===== src/rtl/truth_table_sweeper_if.sv =====
// Bundle of the sweeper's control/status and gate-facing signals.
//   master : controller side (drives start/abort and the gate's output back in)
//   slave  : sweeper side (drives gate stimulus and sweep status/results)
// Signals:
//   start, abort        sweep request / cancel
//   dut_in, dut_out     gate stimulus and gate output
//   busy, done          sweep in progress / one-cycle completion pulse
//   signature           captured truth table, row v in bit (2**N_IN-1-v)
//   match, first_fail   comparison result against the expected code
interface truth_table_sweeper_if #(
   parameter int N_IN = 3
);
   logic                 start;
   logic                 abort;
   logic [N_IN-1:0]      dut_in;
   logic                 dut_out;
   logic                 busy;
   logic                 done;
   logic [2**N_IN-1:0]   signature;
   logic                 match;
   logic [N_IN-1:0]      first_fail;

   modport master (
      output start, abort, dut_out,
      input  dut_in, busy, done, signature, match, first_fail
   );

   modport slave (
      input  start, abort, dut_out,
      output dut_in, busy, done, signature, match, first_fail
   );
endinterface


===== src/rtl/truth_table_sweeper.sv =====
// Truth-table sweeper: steps a combinational gate through every input
// combination in ascending order, holds each vector SETTLE cycles, samples
// the gate output on the last held cycle and assembles a signature, then
// compares it against EXPECT and reports the lowest failing row.
// Ports:
//   clk    rising-edge clock
//   reset  synchronous, active-high reset (highest priority)
//   bus    truth_table_sweeper_if.slave (start, abort, dut_in, dut_out,
//          busy, done, signature, match, first_fail)
module truth_table_sweeper #(
   parameter int                 N_IN   = 3,
   parameter int                 SETTLE = 4,
   parameter logic [2**N_IN-1:0] EXPECT = 8'hC2
) (
   input  logic                   clk,
   input  logic                   reset,
   truth_table_sweeper_if.slave   bus
);
   localparam int              W        = 2**N_IN;
   localparam logic [N_IN-1:0] LAST_ROW = '1;
   localparam logic [7:0]      CNT_LAST = 8'(SETTLE - 1);

   typedef enum logic [1:0] {IDLE, APPLY, FINISH} state_t;

   state_t            state;
   logic [7:0]        count;
   logic [N_IN-1:0]   v;
   logic [N_IN-1:0]   dut_in_r;
   logic              busy_r;
   logic              done_r;
   logic [W-1:0]      signature_r;
   logic              match_r;
   logic [N_IN-1:0]   first_fail_r;
   logic              fail_seen;

   // Row v maps to bit W-1-v, which for an N_IN-bit index is simply ~v.
   logic [N_IN-1:0]   bitpos;
   logic              sample;
   logic              mism;
   logic [W-1:0]      sig_next;

   always_comb begin
      bitpos           = ~v;
      sample           = (count == CNT_LAST);
      mism             = (bus.dut_out != EXPECT[bitpos]);
      sig_next         = signature_r;
      sig_next[bitpos] = bus.dut_out;
   end

   always_ff @(posedge clk) begin
      if (reset) begin
         state        <= IDLE;
         count        <= '0;
         v            <= '0;
         dut_in_r     <= '0;
         busy_r       <= 1'b0;
         done_r       <= 1'b0;
         signature_r  <= '0;
         match_r      <= 1'b0;
         first_fail_r <= '0;
         fail_seen    <= 1'b0;
      end else begin
         case (state)
            IDLE: begin
               done_r <= 1'b0;
               if (bus.start) begin
                  state        <= APPLY;
                  busy_r       <= 1'b1;
                  dut_in_r     <= '0;
                  v            <= '0;
                  count        <= '0;
                  signature_r  <= '0;
                  match_r      <= 1'b0;
                  first_fail_r <= '0;
                  fail_seen    <= 1'b0;
               end
            end

            APPLY: begin
               if (bus.abort) begin
                  state        <= IDLE;
                  busy_r       <= 1'b0;
                  dut_in_r     <= '0;
                  v            <= '0;
                  count        <= '0;
                  signature_r  <= '0;
                  match_r      <= 1'b0;
                  first_fail_r <= '0;
                  fail_seen    <= 1'b0;
               end else if (sample) begin
                  signature_r <= sig_next;
                  count       <= '0;
                  // Only the first (lowest-row) mismatch is recorded.
                  if (mism && !fail_seen) begin
                     first_fail_r <= v;
                     fail_seen    <= 1'b1;
                  end
                  if (v == LAST_ROW) begin
                     // Result is registered here so it lines up with done.
                     state    <= FINISH;
                     busy_r   <= 1'b0;
                     done_r   <= 1'b1;
                     dut_in_r <= '0;
                     match_r  <= (sig_next == EXPECT);
                  end else begin
                     v        <= v + 1'b1;
                     dut_in_r <= v + 1'b1;
                  end
               end else begin
                  count <= count + 8'd1;
               end
            end

            FINISH: begin
               done_r <= 1'b0;
               state  <= IDLE;
            end

            default: state <= IDLE;
         endcase
      end
   end

   assign bus.dut_in     = dut_in_r;
   assign bus.busy       = busy_r;
   assign bus.done       = done_r;
   assign bus.signature  = signature_r;
   assign bus.match      = match_r;
   assign bus.first_fail = first_fail_r;
endmodule


===== src/flat_wrapper.sv =====
// flat-port wrapper written by rule: the top's interface ports become plain ports
module truth_table_sweeper_flat 
#(
   parameter int                 N_IN   = 3,
   parameter int                 SETTLE = 4,
   parameter logic [2**N_IN-1:0] EXPECT = 8'hC2
)
  (clk, reset, bus_start, bus_abort, bus_dut_out, bus_dut_in, bus_busy, bus_done, bus_signature, bus_match, bus_first_fail);
  truth_table_sweeper_if #(.N_IN(N_IN)) bus_i ();
  input  logic clk;
  input  logic reset;
  input wire logic [$bits(bus_i.start)-1:0] bus_start;
  input wire logic [$bits(bus_i.abort)-1:0] bus_abort;
  input wire logic [$bits(bus_i.dut_out)-1:0] bus_dut_out;
  output wire logic [$bits(bus_i.dut_in)-1:0] bus_dut_in;
  output wire logic [$bits(bus_i.busy)-1:0] bus_busy;
  output wire logic [$bits(bus_i.done)-1:0] bus_done;
  output wire logic [$bits(bus_i.signature)-1:0] bus_signature;
  output wire logic [$bits(bus_i.match)-1:0] bus_match;
  output wire logic [$bits(bus_i.first_fail)-1:0] bus_first_fail;
  assign bus_i.start = bus_start;
  assign bus_i.abort = bus_abort;
  assign bus_i.dut_out = bus_dut_out;
  assign bus_dut_in = bus_i.dut_in;
  assign bus_busy = bus_i.busy;
  assign bus_done = bus_i.done;
  assign bus_signature = bus_i.signature;
  assign bus_match = bus_i.match;
  assign bus_first_fail = bus_i.first_fail;
  truth_table_sweeper #(.N_IN(N_IN), .SETTLE(SETTLE), .EXPECT(EXPECT)) u_core (.clk(clk), .reset(reset), .bus(bus_i));
endmodule

===== config.mk =====
export PLATFORM = sky130hd
export DESIGN_NAME = truth_table_sweeper_flat
export DESIGN_NICKNAME = d
export VERILOG_FILES = /design/src/rtl/truth_table_sweeper_if.sv /design/src/rtl/truth_table_sweeper.sv /design/src/flat_wrapper.sv
export SDC_FILE = /design/constraint.sdc
export NUM_CORES = 1
export LEC_CHECK = 0
export CORE_MARGIN = 1.5
export CORE_UTILIZATION = 45
export DETAILED_ROUTE_END_ITERATION = 12
export PLACE_DENSITY = 0.78
export SLEW_MARGIN = 20
export SYNTH_ARGS = -nofsm -noshare
export SYNTH_HDL_FRONTEND = slang
export SYNTH_SLANG_ARGS = --single-unit

===== constraint.sdc =====
create_clock -name clk -period 2.5 [get_ports clk]
set_input_delay 0.25 -clock clk [delete_from_list [all_inputs] [get_ports clk]]
set_output_delay 0.25 -clock clk [all_outputs]
set_load 0.01 [all_outputs]

# [Word level (Yosys, flattened, before mapping)]
# Memory sizes are Yosys's and may differ from the RTL's.
# Index checks and enable logic that the tools add are counted.
# W data, S select, Z words.
[totals] memories=1 in_bits=5 reg_bits=31 rom_bits=8 wordCells=91
[classes] n_lt_le_gt_ge=2 eq_ne=14 reduce_logical=14 bitwise_logic=1 add_sub_neg=2 n_mux=47
[memory_table] name="(name not given)" depth=8 width=1 read_ports=1 rd_ports_with_merged_regs=0 wr=0 line="truth_table_sweeper.sv:45" text="mism = (bus.dut_out != EXPECT[bitpos]);"
[ops] operator="$mux W8" n=5
[ops] operator="$pmux W8 S2" n=2
[ops] operator="$mux W3" n=10
[ops] operator="$pmux W3 S2" n=3
[ops] operator="$mux W1" n=16
[ops] operator="$reduce_and A4 Y1" n=4
[ops] operator="$ne A3 B2 Y1 const B" n=3
[ops] operator="$add A8 B1 Y8 const B" n=1
[ops] operator="$bwmux W8" n=1
[ops] operator="$eq A8 B2 Y1 const B" n=1
[ops] operator="$eq A8 B8 Y1 const B" n=1
[ops] operator="$mux W2" n=4
[ops] operator="$pmux W1 S2" n=4
[ops] operator="$reduce_and A3 Y1" n=2
[ops] operator="$lt A3 B4 Y1 const B" n=1
[ops] operator="$ne A2 B1 Y1 const B" n=2
[ops] operator="$ne A2 B2 Y1 const B" n=2
[ops] operator="$pmux W2 S2" n=1
[ops] operator="$reduce_bool A2 Y1" n=2
[ops] operator="$add A3 B1 Y3 const B" n=1
[ops] operator="$demux W1 S3" n=1
[ops] operator="$eq A3 B3 Y1 const B" n=1
[ops] operator="$ge A3 B1 Y1 const B" n=1
[ops] operator="$ne A3 B3 Y1 const B" n=1
[ops] operator="9 further kinds" n=10

# [Depth between registers and ports, before layout]
[logic_depth] ltp_word=11 ltp_mapped=8 ltp_nobuf=7

# [Worst setup path before layout]
# No wires, ideal clock.
[synth_path] kind="register -> register" start="register u_core.v[0]" end="register u_core.first_fail_r[1] (netlist: u_core.bus.first_fail[1])" setup_slack_ns=0.674 arrival_time_ns=1.734 synth_period_minus_slack_ns=1.826 t_required_ns=2.408 path_stages_with_launch=9 n_path_buf=1 cell_sequence="dfxtp_1 > buf_2 > inv_1 > ha_1 > and2_1 > nor3_1 > nor4b_4 > o21a_1 > o32ai_1"
[synth_between] elab_chain_len=7
[synth_lines] item="start: declaration" line="truth_table_sweeper.sv:27" text="logic [N_IN-1:0] v;"
[synth_lines] item="start signal: assignment" line="truth_table_sweeper.sv:106" text="v <= v + 1'b1;"
[synth_lines] item="$not A3 Y3" line="truth_table_sweeper.sv:43" text="bitpos = ~v;"
[synth_lines] item="$mem_v2 Z8 W1"
[synth_lines] item="$mux W1 (not written as such)" line="truth_table_sweeper.sv:45"
[synth_lines] item="$ne A1 B1 Y1" line="truth_table_sweeper.sv:45"
[synth_lines] item="$logic_and A1 B1 Y1" line="truth_table_sweeper.sv:94" text="if (mism && !fail_seen) begin"
[synth_lines] item="$ne A3 B2 Y1 (no source line)"
[synth_lines] item="$reduce_and A4 Y1 (no source line)"
[synth_lines] item="end signal: assignment" line="truth_table_sweeper.sv:95" text="first_fail_r <= v;"
[synth_lines] item="end: declaration" line="truth_table_sweeper.sv:33" text="logic [N_IN-1:0] first_fail_r;"
# No other way between the ends. The select of a mux whose other input is x is not followed.
# A chain may end at the register's enable or synchronous reset.

# [Final worst setup path]
# Same ends and word-level chain as after synthesis.

==> impl_results.md <==
* Global Route met2 Usage at around 28%
* Mean instance size in the synthesized netlist at 8.29 um^2
* Share of the yosys chip area belonging to registers at about 39%
* Total Die Area at 3920 um^2
* Hold crit path type: reg2reg
* Power spent charging and discharging nets at about 0.21 mW
* Pin count of the biggest net entering global routing at 23
* Vias in the first global route at between 1k and 1.5k
* Net total in the final layout at roughly 220
* Leading cell type by number of instances after synthesis: sky130_fd_sc_hd__dfxtp_1
* Synth Cell Area at 1600 um^2
* Clock slew seen by the registers of the worst setup and hold paths at ~100 ps
* Measured slew at the worst slew-check pin at about 700 ps
* Most utilized layer in the global route result: met2
* Setup crit start kind: flop
* Setup CP Type: reg2reg
* Total setup violations reported at the end of the flow at 0
* Worst slew margin relative to its limit at 53.4%
* Number of warnings printed during yosys synthesis at 0
* Core Rows at 21
* Part of the power in the clock network at about two fifths
* Critical path launch point: u_core.v[0]$_SDFFE_PP0P_
* Achievable Freq at 0.483 GHz
* Hold depth at 2
* Register bit total from synthesis at 31
* Top area cells in the synthesized netlist: sky130_fd_sc_hd__dfxtp_1 (39%), sky130_fd_sc_hd__nor2_1 (5.4%), sky130_fd_sc_hd__o21ai_0 (5.3%), sky130_fd_sc_hd__a21oi_1 (4.7%), sky130_fd_sc_hd__nand2_1 (4.0%)
* Final design utilization at 57.2%
* Crit path capture type: flop
* Data arrival time of the worst path at between 2000 and 2500 ps
* Max-slew violations at 0
* Top FF cell, synth: sky130_fd_sc_hd__dfxtp_1
* Overall die width at around 63 um
* Global-route wire length before repair at 5660 um
* Post-synth top area share at between 30 and 40%
* Htree depth at 2
* Number of buffers inserted for hold repair after clock tree synthesis at 0
* Worst setup skew after layout at 6.49 ps
* TritonCTS sink count at 31
* TritonCTS clock tree: done
* Die height at approximately 63 um
* Area Overhead vs Synth at 20.2%
* Routed wire length per instance at 13.1 um
* List of most frequent post-synthesis cells: sky130_fd_sc_hd__dfxtp_1 (31), sky130_fd_sc_hd__nor2_1 (23), sky130_fd_sc_hd__nand2_1 (17), sky130_fd_sc_hd__o21ai_0 (17), sky130_fd_sc_hd__a21oi_1 (15)
* Overall fraction of global-route tracks in use at between 10% and 20%
* Via count of the routed design at 1438
* Crit-path max cell delay at roughly 560 ps
* Number of nets still failing antenna checks after routing at 0
* Fraction of registers with async set or reset after synthesis at 0%
* Fraction of final layout cells with drive strength greater than 1 at 10.3%
* Leak at around 0.65 nW
* Reg2Reg Depth at 7
* GR Layer Usage met3 at 4.14%
* R2r startpoint: u_core.v[0]$_SDFFE_PP0P_
* Clock latency on the worst-skew pair at 330 ps
* Root buffer cell: sky130_fd_sc_hd__clkbuf_4
* Global placement routability congestion at 0.889
* Synth Net Count at 202
* Number of hold violations in the final report at 0
* IO buf count at 21
* Setup repair after global routing missed its margin: false
* Net Sw Frac at between 20% and 30%
* Number of synthesized flops with an enable pin at 0
* Setup TNS at 0 ps
* Combinational cell fraction of total power at 6.5%
* Result of the run: finished clean
* Number of buffers added for setup after CTS at 0
* Core area at 3360 um^2
* Worst Hold Launch: u_core.bus.dut_in[2]$_SDFFE_PP0P_
* Number of CTS-inserted buffers at 5
* Met1 track utilization from global routing at 23.6%
* Routed wire length at approximately 3400 um
* Count of instances resized after the clock tree is built at 0
* Number of distinct library cells after synthesis at between 40 and 50
* Flop pwr share at approximately 52%
* Half-perimeter wire length of the detailed placement result at 2420 um
* Internal at 0.758 mW
* DR vias/cell at 5.53
* DR iter-0 viols at a little over 80
* Reported max-cap violation count at 0
* WP data required at 2740 ps
* Number of iterations in the first detailed-routing pass at 4
* Buffer levels on the longest clock path at 2
* Post-layout minimum cycle time at between 2000 and 2500 ps
* Effective utilization at floorplan at 47.6%
* Chain of cells forming the critical path: inv_1, ha_1, and2_1, nor3_1, nor4b_4, o21a_1, o32ai_1
* GRT overflow at 0
* Final worst-path cycle share at approximately 83%
* Worst vdd ir at 0.000342 V
* Number of top-level pins at 22
* Power per unit of standard cell area at 504 nW/um^2
* Slowest stage cell, crit path: sky130_fd_sc_hd__dfxtp_1
* CP Max Fanout at 13
* Synthesized netlist cell count at 193
* Number of design rule violations left after detail routing at 0
* Cell taking the most area after synthesis: sky130_fd_sc_hd__dfxtp_1
* Count of antenna diodes in the layout at 0
* Initial antenna violation count at 0
[critical path: cells and delay by family, from the launching register on]
kind | cells | cell delay, ps
flip-flops | 1 | 560
AO/OA/AOI/OAI | 2 | 430
AND/OR/NAND/NOR | 3 | 540
adder cells (fa/ha/maj) | 1 | 240
buffers and inverters | 1 | 220
[kinds of logic after synthesis]
group | synth area share (%)
flops | 38.8
compound gates | 21.0
fa+ha+maj | 3.13
mux | 1.33
simple gates | 27.4
xor+xnor | 3.83
buf+inv | 4.54
[final cells by class]
type / count / area, um^2
clock buffers: 6 / 51.3
clock inverters: 2 / 35.0
fillers: 328 / 1440
inverters: 7 / 26.3
multi-input cells: 145 / 907
flip-flops and latches: 31 / 621
well taps: 46 / 57.6
repair buffers: 23 / 225
[through the flow]
step                worst slack, ps  total power [mW]  cell area [um^2]  std cells  hold slack [ps]
floorplan                       674             0.556              1600        193              438
global placement                514             0.575              1840        252              444
detailed placement              482             0.576              1840        252              448
CTS                             430             0.978              1920        260              465
global route                    290              1.01              1920        260              481
finish                          430             0.970              1920        260              465
[path summary, 6_finish.rpt]
kind | to | slack (ps)
max reg2reg | u_core.bus.first_fail[1]$_SDFFE_PP0P_ | 430
min | u_core.bus.dut_in[2]$_SDFFE_PP0P_ | 460
max | u_core.bus.first_fail[1]$_SDFFE_PP0P_ | 430
min reg2reg | u_core.bus.dut_in[2]$_SDFFE_PP0P_ | 460
[flip-flops by register name (all words and copies together) (netlist names)]
| name | count |
|---|---|
| u_core.bus.done | 1 |
| u_core.count | 8 |
| u_core.state | 2 |
| u_core.v | 3 |
| u_core.bus.dut_in | 3 |
| u_core.bus.busy | 1 |
| u_core.bus.match | 1 |
| u_core.fail_seen | 1 |
| u_core.bus.signature | 8 |
| u_core.bus.first_fail | 3 |
[power groups by stage]
stage	Clock, mW	Combinational, mW	Sequential, mW
2_1_floorplan	0	0.0428	0.513
3_3_place_gp	0	0.0617	0.513
3_5_place_dp	0	0.0620	0.514
4_1_cts	0.413	0.0626	0.502
5_1_grt	0.438	0.0692	0.503
6_report	0.405	0.0630	0.502
[placed cells by master, fill, tap and decap left out, types with 2 or more instances in the layout]
cell type	instances
sky130_fd_sc_hd__a22oi_1	3
sky130_fd_sc_hd__xor2_1	4
sky130_fd_sc_hd__xnor2_1	3
sky130_fd_sc_hd__nor3_1	6
sky130_fd_sc_hd__and2_2	2
sky130_fd_sc_hd__dfxtp_1	31
sky130_fd_sc_hd__nand4_1	8
sky130_fd_sc_hd__o32ai_1	3
sky130_fd_sc_hd__ha_1	4
sky130_fd_sc_hd__nor4b_4	2
sky130_fd_sc_hd__clkbuf_4	5
sky130_fd_sc_hd__clkdlybuf4s50_1	21
sky130_fd_sc_hd__buf_4	2
sky130_fd_sc_hd__nor2_1	23
sky130_fd_sc_hd__a31oi_1	2
sky130_fd_sc_hd__o21ai_0	17
sky130_fd_sc_hd__nand2b_1	5
sky130_fd_sc_hd__nand2_1	17
sky130_fd_sc_hd__nor2b_1	4
sky130_fd_sc_hd__inv_1	7
sky130_fd_sc_hd__a21oi_1	15
sky130_fd_sc_hd__nand3_1	3
sky130_fd_sc_hd__o41ai_1	2
[per-layer routing]
| metal | share of wire (%) | routed length [um] | up-vias |
|---|---|---|---|
| li1 | - | - | 729 |
| met1 | 49 | 1670 | 663 |
| met2 | 44 | 1500 | 42 |
| met5 | 0 | 0 | - |
| met4 | 0.88 | 30 | 0 |
| met3 | 5.5 | 187 | 4 |
Power figures use the tool's default switching activity.
